### src/rtl/des_pkg.sv
// des_pkg: DES tables, state encoding and permutation helpers shared by the core, round step and f_function
package des_pkg;
    typedef enum logic [1:0] {IDLE, RUN, DONE} state_t;
    localparam int STEP_W = $clog2(16) + 1;
    localparam int IP_T [64] = '{
        58, 50, 42, 34, 26, 18, 10, 2, 60, 52, 44, 36, 28, 20, 12, 4,
        62, 54, 46, 38, 30, 22, 14, 6, 64, 56, 48, 40, 32, 24, 16, 8,
        57, 49, 41, 33, 25, 17, 9, 1, 59, 51, 43, 35, 27, 19, 11, 3,
        61, 53, 45, 37, 29, 21, 13, 5, 63, 55, 47, 39, 31, 23, 15, 7};
    localparam int FP_T [64] = '{
        40, 8, 48, 16, 56, 24, 64, 32, 39, 7, 47, 15, 55, 23, 63, 31,
        38, 6, 46, 14, 54, 22, 62, 30, 37, 5, 45, 13, 53, 21, 61, 29,
        36, 4, 44, 12, 52, 20, 60, 28, 35, 3, 43, 11, 51, 19, 59, 27,
        34, 2, 42, 10, 50, 18, 58, 26, 33, 1, 41, 9, 49, 17, 57, 25};
    localparam int PC1_T [56] = '{
        57, 49, 41, 33, 25, 17, 9, 1, 58, 50, 42, 34, 26, 18,
        10, 2, 59, 51, 43, 35, 27, 19, 11, 3, 60, 52, 44, 36,
        63, 55, 47, 39, 31, 23, 15, 7, 62, 54, 46, 38, 30, 22,
        14, 6, 61, 53, 45, 37, 29, 21, 13, 5, 28, 20, 12, 4};
    localparam int PC2_T [48] = '{
        14, 17, 11, 24, 1, 5, 3, 28, 15, 6, 21, 10,
        23, 19, 12, 4, 26, 8, 16, 7, 27, 20, 13, 2,
        41, 52, 31, 37, 47, 55, 30, 40, 51, 45, 33, 48,
        44, 49, 39, 56, 34, 53, 46, 42, 50, 36, 29, 32};
    localparam int E_T [48] = '{
        32, 1, 2, 3, 4, 5, 4, 5, 6, 7, 8, 9,
        8, 9, 10, 11, 12, 13, 12, 13, 14, 15, 16, 17,
        16, 17, 18, 19, 20, 21, 20, 21, 22, 23, 24, 25,
        24, 25, 26, 27, 28, 29, 28, 29, 30, 31, 32, 1};
    localparam int P_T [32] = '{
        16, 7, 20, 21, 29, 12, 28, 17, 1, 15, 23, 26, 5, 18, 31, 10,
        2, 8, 24, 14, 32, 27, 3, 9, 19, 13, 30, 6, 22, 11, 4, 25};
    localparam int SHIFT [16] = '{1, 1, 2, 2, 2, 2, 2, 2, 1, 2, 2, 2, 2, 2, 2, 1};
    // Last entry is never applied to a subkey; 1 closes the 28-bit rotation cycle.
    localparam int RSHIFT [16] = '{1, 2, 2, 2, 2, 2, 2, 1, 2, 2, 2, 2, 2, 2, 1, 1};
    // Entry [s][row*16+col], row = {b1,b6}, col = b2..b5 of the 6-bit S-box input.
    localparam int SBOX [8][64] = '{
        '{14, 4, 13, 1, 2, 15, 11, 8, 3, 10, 6, 12, 5, 9, 0, 7,
          0, 15, 7, 4, 14, 2, 13, 1, 10, 6, 12, 11, 9, 5, 3, 8,
          4, 1, 14, 8, 13, 6, 2, 11, 15, 12, 9, 7, 3, 10, 5, 0,
          15, 12, 8, 2, 4, 9, 1, 7, 5, 11, 3, 14, 10, 0, 6, 13},
        '{15, 1, 8, 14, 6, 11, 3, 4, 9, 7, 2, 13, 12, 0, 5, 10,
          3, 13, 4, 7, 15, 2, 8, 14, 12, 0, 1, 10, 6, 9, 11, 5,
          0, 14, 7, 11, 10, 4, 13, 1, 5, 8, 12, 6, 9, 3, 2, 15,
          13, 8, 10, 1, 3, 15, 4, 2, 11, 6, 7, 12, 0, 5, 14, 9},
        '{10, 0, 9, 14, 6, 3, 15, 5, 1, 13, 12, 7, 11, 4, 2, 8,
          13, 7, 0, 9, 3, 4, 6, 10, 2, 8, 5, 14, 12, 11, 15, 1,
          13, 6, 4, 9, 8, 15, 3, 0, 11, 1, 2, 12, 5, 10, 14, 7,
          1, 10, 13, 0, 6, 9, 8, 7, 4, 15, 14, 3, 11, 5, 2, 12},
        '{7, 13, 14, 3, 0, 6, 9, 10, 1, 2, 8, 5, 11, 12, 4, 15,
          13, 8, 11, 5, 6, 15, 0, 3, 4, 7, 2, 12, 1, 10, 14, 9,
          10, 6, 9, 0, 12, 11, 7, 13, 15, 1, 3, 14, 5, 2, 8, 4,
          3, 15, 0, 6, 10, 1, 13, 8, 9, 4, 5, 11, 12, 7, 2, 14},
        '{2, 12, 4, 1, 7, 10, 11, 6, 8, 5, 3, 15, 13, 0, 14, 9,
          14, 11, 2, 12, 4, 7, 13, 1, 5, 0, 15, 10, 3, 9, 8, 6,
          4, 2, 1, 11, 10, 13, 7, 8, 15, 9, 12, 5, 6, 3, 0, 14,
          11, 8, 12, 7, 1, 14, 2, 13, 6, 15, 0, 9, 10, 4, 5, 3},
        '{12, 1, 10, 15, 9, 2, 6, 8, 0, 13, 3, 4, 14, 7, 5, 11,
          10, 15, 4, 2, 7, 12, 9, 5, 6, 1, 13, 14, 0, 11, 3, 8,
          9, 14, 15, 5, 2, 8, 12, 3, 7, 0, 4, 10, 1, 13, 11, 6,
          4, 3, 2, 12, 9, 5, 15, 10, 11, 14, 1, 7, 6, 0, 8, 13},
        '{4, 11, 2, 14, 15, 0, 8, 13, 3, 12, 9, 7, 5, 10, 6, 1,
          13, 0, 11, 7, 4, 9, 1, 10, 14, 3, 5, 12, 2, 15, 8, 6,
          1, 4, 11, 13, 12, 3, 7, 14, 10, 15, 6, 8, 0, 5, 9, 2,
          6, 11, 13, 8, 1, 4, 10, 7, 9, 5, 0, 15, 14, 2, 3, 12},
        '{13, 2, 8, 4, 6, 15, 11, 1, 10, 9, 3, 14, 5, 0, 12, 7,
          1, 15, 13, 8, 10, 3, 7, 4, 12, 5, 6, 11, 0, 14, 9, 2,
          7, 11, 4, 1, 9, 12, 14, 2, 0, 6, 10, 13, 15, 3, 5, 8,
          2, 1, 14, 7, 4, 10, 8, 13, 15, 12, 9, 0, 3, 5, 6, 11}};
    // Tables use DES numbering: entry value n names input bit n counted from the MSB.
    function automatic logic [63:0] permute64(input logic [63:0] x, input int t [64]);
        logic [63:0] y = '0;
        for (int i = 0; i < 64; i++) y[6'(63 - i)] = x[6'(64 - t[i])];
        return y;
    endfunction
    function automatic logic [63:0] ip(input logic [63:0] x);
        return permute64(x, IP_T);
    endfunction
    function automatic logic [63:0] fp(input logic [63:0] x);
        return permute64(x, FP_T);
    endfunction
    function automatic logic [55:0] pc1(input logic [63:0] x);
        logic [55:0] y = '0;
        for (int i = 0; i < 56; i++) y[6'(55 - i)] = x[6'(64 - PC1_T[i])];
        return y;
    endfunction
    function automatic logic [47:0] pc2(input logic [55:0] x);
        logic [47:0] y = '0;
        for (int i = 0; i < 48; i++) y[6'(47 - i)] = x[6'(56 - PC2_T[i])];
        return y;
    endfunction
    function automatic logic [47:0] e_exp(input logic [31:0] x);
        logic [47:0] y = '0;
        for (int i = 0; i < 48; i++) y[6'(47 - i)] = x[5'(32 - E_T[i])];
        return y;
    endfunction
    function automatic logic [31:0] p_perm(input logic [31:0] x);
        logic [31:0] y = '0;
        for (int i = 0; i < 32; i++) y[5'(31 - i)] = x[5'(32 - P_T[i])];
        return y;
    endfunction
endpackage

### src/rtl/des_round_step.sv
// des_round_step: one Feistel round with its key-schedule rotation and PC2
//   l, r           : current halves          l_next, r_next : halves after the round
//   c, d           : current key halves      c_next, d_next : key halves after rotation
//   mode           : 0 encrypt, 1 decrypt    round          : round index 0..15
module des_round_step
    import des_pkg::*;
(
    input  logic [31:0] l,
    input  logic [31:0] r,
    input  logic [27:0] c,
    input  logic [27:0] d,
    input  logic        mode,
    input  logic [3:0]  round,
    output logic [31:0] l_next,
    output logic [31:0] r_next,
    output logic [27:0] c_next,
    output logic [27:0] d_next
);
    logic        two;
    logic [27:0] c_l, d_l, c_r, d_r;
    logic [47:0] k;
    logic [31:0] f;
    // Encrypt rotates left before PC2; decrypt uses PC2 first then rotates right,
    // which walks the subkeys K16..K1 without storing them.
    always_comb begin
        two = (mode ? RSHIFT[round] : SHIFT[round]) == 2;
        c_l = two ? {c[25:0], c[27:26]} : {c[26:0], c[27]};
        d_l = two ? {d[25:0], d[27:26]} : {d[26:0], d[27]};
        c_r = two ? {c[1:0], c[27:2]} : {c[0], c[27:1]};
        d_r = two ? {d[1:0], d[27:2]} : {d[0], d[27:1]};
        c_next = mode ? c_r : c_l;
        d_next = mode ? d_r : d_l;
        k = mode ? pc2({c, d}) : pc2({c_l, d_l});
        l_next = r;
        r_next = l ^ f;
    end
    f_function u_f (.r(r), .k(k), .f(f));
endmodule

### src/rtl/f_function.sv
// f_function: combinational DES round function f(R,K) = P(S(E(R) ^ K))
//   r : 32-bit right half, k : 48-bit subkey, f : 32-bit result
module f_function
    import des_pkg::*;
(
    input  logic [31:0] r,
    input  logic [47:0] k,
    output logic [31:0] f
);
    logic [47:0] x;
    logic [31:0] s;
    assign x = e_exp(r) ^ k;
    for (genvar g = 0; g < 8; g++) begin : g_sbox
        assign s[31-4*g -: 4] = 4'(SBOX[g][{x[47-6*g], x[42-6*g], x[46-6*g -: 4]}]);
    end
    assign f = p_perm(s);
endmodule

### src/rtl/des_iter_core.sv
// des_iter_core: iterative DES encrypt/decrypt engine, ROUNDS_PER_CYCLE rounds per clock
//   clk, rst                     : clock, synchronous active-high reset
//   in_valid/in_ready            : request handshake (in_ready only in IDLE)
//   in_decrypt, in_key, in_data  : mode, 64-bit key, 64-bit block (sampled at accept)
//   out_valid/out_ready/out_data : result handshake, data held until accepted
module des_iter_core #(
    parameter int ROUNDS_PER_CYCLE = 1
) (
    input  logic        clk,
    input  logic        rst,
    input  logic        in_valid,
    output logic        in_ready,
    input  logic        in_decrypt,
    input  logic [63:0] in_key,
    input  logic [63:0] in_data,
    output logic        out_valid,
    input  logic        out_ready,
    output logic [63:0] out_data
);
    import des_pkg::*;
    localparam int NUM_STEPS = 16 / ROUNDS_PER_CYCLE;
    if (ROUNDS_PER_CYCLE != 1 && ROUNDS_PER_CYCLE != 2 && ROUNDS_PER_CYCLE != 4 &&
        ROUNDS_PER_CYCLE != 8 && ROUNDS_PER_CYCLE != 16) begin : g_bad_rpc
        $error("des_iter_core: ROUNDS_PER_CYCLE must be 1, 2, 4, 8 or 16");
    end
    state_t             state, state_n;
    logic [31:0]        l, r;
    logic [27:0]        c, d;
    logic               mode;
    logic [STEP_W-1:0]  step;
    logic               last;
    logic [31:0]        lc [ROUNDS_PER_CYCLE+1];
    logic [31:0]        rc [ROUNDS_PER_CYCLE+1];
    logic [27:0]        cc [ROUNDS_PER_CYCLE+1];
    logic [27:0]        dc [ROUNDS_PER_CYCLE+1];
    assign lc[0] = l;
    assign rc[0] = r;
    assign cc[0] = c;
    assign dc[0] = d;
    for (genvar j = 0; j < ROUNDS_PER_CYCLE; j++) begin : g_round
        des_round_step u_step (
            .l(lc[j]), .r(rc[j]), .c(cc[j]), .d(dc[j]), .mode(mode),
            .round(4'(int'(step) * ROUNDS_PER_CYCLE + j)),
            .l_next(lc[j+1]), .r_next(rc[j+1]), .c_next(cc[j+1]), .d_next(dc[j+1])
        );
    end
    assign last = step == STEP_W'(NUM_STEPS - 1);
    always_ff @(posedge clk) state <= rst ? IDLE : state_n;
    always_comb begin
        state_n = state;
        case (state)
            IDLE:    state_n = in_valid ? RUN : IDLE;
            RUN:     state_n = last ? DONE : RUN;
            DONE:    state_n = out_ready ? IDLE : DONE;
            default: state_n = IDLE;
        endcase
    end
    always_comb begin
        in_ready = state == IDLE;
        out_valid = state == DONE;
    end
    always_ff @(posedge clk) begin
        if (rst) begin
            l <= '0;
            r <= '0;
            c <= '0;
            d <= '0;
            mode <= 1'b0;
            step <= '0;
            out_data <= '0;
        end else if (state == IDLE && in_valid) begin
            {l, r} <= ip(in_data);
            {c, d} <= pc1(in_key);
            mode <= in_decrypt;
            step <= '0;
        end else if (state == RUN) begin
            l <= lc[ROUNDS_PER_CYCLE];
            r <= rc[ROUNDS_PER_CYCLE];
            c <= cc[ROUNDS_PER_CYCLE];
            d <= dc[ROUNDS_PER_CYCLE];
            step <= step + 1'b1;
            // Final halves are swapped before the inverse permutation.
            if (last) out_data <= fp({rc[ROUNDS_PER_CYCLE], lc[ROUNDS_PER_CYCLE]});
        end
    end
endmodule

### config.mk
export PLATFORM = sky130hd
export DESIGN_NAME = des_iter_core
export DESIGN_NICKNAME = d
export VERILOG_FILES = /design/src/rtl/des_pkg.sv /design/src/rtl/des_round_step.sv /design/src/rtl/f_function.sv /design/src/rtl/des_iter_core.sv
export SDC_FILE = /design/constraint.sdc
export NUM_CORES = 1
export LEC_CHECK = 0
export CORE_UTILIZATION = 50
export DETAILED_ROUTE_END_ITERATION = 7
export HOLD_SLACK_MARGIN = 0.02
export PLACE_DENSITY = 0.84
export SETUP_SLACK_MARGIN = 0.1
export SLEW_MARGIN = 20
export SYNTH_ARGS = -nofsm -noshare
export SYNTH_HDL_FRONTEND = slang
export SYNTH_SLANG_ARGS = --single-unit
export TNS_END_PERCENT = 10
### constraint.sdc
create_clock -name clk -period 7.77 [get_ports clk]
set_clock_uncertainty 0.05 [all_clocks]
set_input_delay 1.9425 -clock clk [delete_from_list [all_inputs] [get_ports clk]]
set_output_delay 1.9425 -clock clk [all_outputs]
set_load 0.01 [all_outputs]
==> impl_metrics.xml <==
<?xml version="1.0" encoding="UTF-8"?>
<metrics>
  <group name="setup_path">
    <metric name="cp_max_fo" unit="">34</metric>
    <metric name="critical_path.startpoint_type" unit="">flop</metric>
    <metric name="path_class" unit="">reg -&gt; reg</metric>
    <metric name="crit_chain" unit="">inv_1 -&gt; ha_1 -&gt; mux2i_4 -&gt; o211ai_4 -&gt; buf_4 -&gt; a211oi_1 -&gt; o211ai_2 -&gt; ha_1 -&gt; nor3_1 -&gt; or4b_1 -&gt; o211ai_1 -&gt; or3_1 -&gt; nand3_1</metric>
    <metric name="end_kind" unit="">flop</metric>
    <metric name="critPathMostFrequentCell" unit="">ha_1</metric>
    <metric name="cp_num_buf_inv" unit="">2</metric>
    <metric name="crit_arrival" unit="ns">4.52</metric>
    <metric name="critical-path-top-delay-family" unit="">compound AO/OA/AOI/OAI gates</metric>
    <metric name="cpPeakStageDelay" unit="ns">0.53</metric>
    <metric name="worst_path_max_delay_cell" unit="">mux2i_4</metric>
    <metric name="timing.critical_path.required" unit="ns">7.95</metric>
  </group>
  <group name="synth">
    <metric name="asyncSetResetFlopFracSynth" unit="%">0</metric>
    <metric name="synth_top_family_by_area" unit="">compound AO/OA/AOI/OAI gates</metric>
    <metric name="synth_sequential_area_ratio" unit="%">26.5</metric>
    <metric name="syn_area_per_cell" unit="um2">7.62</metric>
    <metric name="ys_top_cells_by_count" unit="">nand2_1, dfxtp_1, a21oi_1, nor2_1, buf_4</metric>
    <metric name="post_synth_adder_cell_area" unit="%">4.56</metric>
    <metric name="yosys.area.top_type_share" unit="%">26.5</metric>
    <metric name="synth_edf_count" unit="">0</metric>
    <metric name="synth_mux_area_share" unit="%">4.45</metric>
    <metric name="synth-compound-area-share" unit="%">30.3</metric>
    <metric name="post_synth_instance_area" unit="mm2">0.00658</metric>
    <metric name="synth-xor-area-share" unit="%">2.38</metric>
    <metric name="synthFlopType" unit="">dfxtp_1</metric>
    <metric name="netlist_instances" unit="">864</metric>
    <metric name="yosys_register_bits" unit="">87</metric>
    <metric name="netlist.top_cell.by_area" unit="">dfxtp_1</metric>
    <metric name="synthSimpleGateAreaFrac" unit="%">20.0</metric>
    <metric name="synth.top_cells.by_area" unit="">dfxtp_1, nand2_1, a21oi_1</metric>
    <metric name="ys_warn_count" unit="">0</metric>
    <metric name="ys_types" unit="">81</metric>
    <metric name="synthMostInstantiatedCell" unit="">nand2_1</metric>
  </group>
  <group name="layout">
    <metric name="antennaDiodeCount" unit="">0</metric>
    <metric name="num-nets-final" unit="">1025</metric>
    <metric name="fillers" unit="">1170</metric>
    <metric name="post-route-util" unit="%">56.6</metric>
    <metric name="sequential_cell_area" unit="mm2">0.00174</metric>
    <metric name="area_used_by_multi_input_combinational_logic" unit="mm2">0.00427</metric>
    <metric name="area_delta_synth_final" unit="%">9.49</metric>
    <metric name="post_route_cells_drive_above_1_share" unit="%">6.76</metric>
  </group>
  <group name="sta">
    <metric name="setup_total_negative_slack" unit="ns">0</metric>
    <metric name="grt_setup_unrepaired" unit="">false</metric>
    <metric name="final.min_clock_period" unit="ns">4.34</metric>
    <metric name="transition_time_at_the_pin_with_the_least_slew_margin" unit="ns">0.925</metric>
    <metric name="max_freq" unit="MHz">230</metric>
    <metric name="slew-limit-headroom" unit="%">38.2</metric>
    <metric name="post-route-period-util" unit="%">55.9</metric>
    <metric name="finalHoldViolations" unit="">0</metric>
    <metric name="final_max_slew_viol_count" unit="">0</metric>
    <metric name="finalSetupViolCount" unit="">0</metric>
  </group>
  <group name="clock_network">
    <metric name="tritoncts_num_sinks" unit="">87</metric>
    <metric name="ctsHtreeMaxLevel" unit="">3</metric>
    <metric name="cts_hold_repair.buffers" unit="">0</metric>
    <metric name="ctsLongestPathBuffers" unit="">2</metric>
    <metric name="clk_transition_reported_paths" unit="ns">0.07</metric>
    <metric name="clock_tree.root_cell" unit="">clkbuf_16</metric>
    <metric name="postCtsResizedCells" unit="">0</metric>
    <metric name="cts_setup_buffers" unit="">0</metric>
    <metric name="clk_latency" unit="ns">0.35</metric>
    <metric name="tritoncts" unit="">built</metric>
    <metric name="cts-buffers-inserted" unit="">9</metric>
  </group>
  <group name="job">
    <metric name="cap_viol_max_count" unit="">0</metric>
  </group>
  <group name="routing">
    <metric name="drt-total-wl" unit="mm">17.5</metric>
    <metric name="wl_per_cell" unit="um">16.7</metric>
    <metric name="drt_iter0_markers" unit="">568</metric>
    <metric name="viasPerCell" unit="">6.20</metric>
    <metric name="drt_pass1_iterations" unit="">8</metric>
    <metric name="drt_drc_violations_left" unit="">10</metric>
    <metric name="vias" unit="">6484</metric>
    <metric name="antenna_left" unit="">0</metric>
  </group>
  <group name="die">
    <metric name="dieHeight" unit="um">117</metric>
    <metric name="initial_utilization" unit="%">51.7</metric>
    <metric name="floorplan.core_area" unit="mm2">0.0127</metric>
    <metric name="floorplan.die_area" unit="mm2">0.0136</metric>
    <metric name="placementRows" unit="">41</metric>
    <metric name="io_pins" unit="">199</metric>
    <metric name="die_x" unit="um">117</metric>
  </group>
  <group name="outcome">
    <metric name="run_status" unit="">finished with violations</metric>
    <metric name="failed_checks" unit="">design-rule violations</metric>
  </group>
  <group name="global_route">
    <metric name="first_global_vias" unit="">5773</metric>
    <metric name="global_route_wire_length_before_repair" unit="mm">28.1</metric>
    <metric name="global_route.overflow_total" unit="">0</metric>
    <metric name="track_usage" unit="%">26.1</metric>
    <metric name="maximum_number_of_pins_on_one_net_before_global_route_repair" unit="">59</metric>
    <metric name="grt_antenna_before_repair" unit="">0</metric>
  </group>
  <group name="pwr">
    <metric name="maximum_vdd_ir_drop" unit="mV">0.132</metric>
    <metric name="power.density" unit="mW/mm2">190</metric>
    <metric name="power.leakage" unit="nW">2.59</metric>
  </group>
  <group name="worst_hold_path">
    <metric name="min-delay-path-class" unit="">reg -&gt; reg</metric>
  </group>
  <group name="place">
    <metric name="place_congestion" unit="">0.889</metric>
    <metric name="io_buffer_count" unit="">50</metric>
    <metric name="place_hpwl" unit="mm">11.7</metric>
  </group>
</metrics>
[stage by stage]
step	std cells	hold slack [ns]	total power, W	setup slack, ns	area, um2
global placement	1029	0.393	0.000920	3.48	6900
CTS	1045	0.407	0.00136	3.54	7200
global route	1045	0.421	0.00143	3.16	7210
detailed placement	1029	0.397	0.000929	3.50	6900
finish	1045	0.405	0.00137	3.43	7210
floorplan	911	0.387	0.000849	4.22	6760
[where the power goes]
group	switching [W]	internal, W
logic	0.000269	0.000166
registers	0.0000308	0.000466
clock network	0.000209	0.000227
total	0.000509	0.000859
[per-layer routing]
layer,vias to the layer above,share of wire [%],track usage (%)
met1,3051,41,33.8
met5,-,0,0
met2,315,48,43.3
met3,43,8.2,3.79
li1,3075,-,-
met4,0,2.9,11.3
[cell type report]
class | instances | share of cell area, %
clock buffer | 9 | 3.13
clock inverter | 7 | 1.01
inverter | 30 | 1.56
multi-input combinational | 680 | 59.2
sequential | 87 | 24.2
tap | 172 | 2.99
timing repair buffer | 60 | 7.92
[layout by cell type, fill, tap and decap left out, types with 10 or more instances in the layout]
cell / netlist / routed
nand2_1: 138 / 138
dfxtp_1: 87 / 86
a21oi_1: 84 / 83
nor2_1: 63 / 62
clkdlybuf4s50_1: 0 / 49
conb_1: 1 / 48
a211oi_1: 37 / 37
inv_1: 27 / 27
ha_1: 24 / 24
mux2i_1: 21 / 21
nand3_1: 19 / 19
a22oi_1: 17 / 17
o21ai_0: 15 / 15
nor3_1: 13 / 13
o2111a_1: 10 / 10
a2111oi_0: 10 / 10
a31oi_1: 10 / 10
buf_4: 50 / 10
[cells by family (layout without fill, tap and decap cells)]
logic type,count (synthesis),in the layout
AOI/OAI and AO/OA,273,273
other,1,48
buffers and inverters,144,106
DFF,87,87
and+or+nand+nor,291,291
xor gates and xnor gates,17,17
muxes,27,27
adders and majority gates,24,24
[registers in the layout, indices dropped and copies added (netlist names)]
register / flops
out_data: 16
r: 20
d: 28
mode: 1
l: 15
step: 5
state: 2
[path summary, 6_finish.rpt]
| kind | start | endpoint | slack (ns) | cells past startpoint |
|---|---|---|---|---|
| max | step[1] | r[0] | 3.43 | 13 |
| min | out_data[17] | out_data[17] | 0.40 | 2 |
| max reg2reg | step[1] | r[0] | 3.43 | 13 |
| min reg2reg | out_data[17] | out_data[17] | 0.40 | 2 |
[tightest hold or removal path: cells and delay by family, from the launching register on]
| kind | cells | cell delay, ns |
|---|---|---|
| compound gates | 1 | 0.05 |
| flops | 1 | 0.31 |
| simple gates | 1 | 0.05 |
No activity file was read; power rests on OpenSTA's default activity.
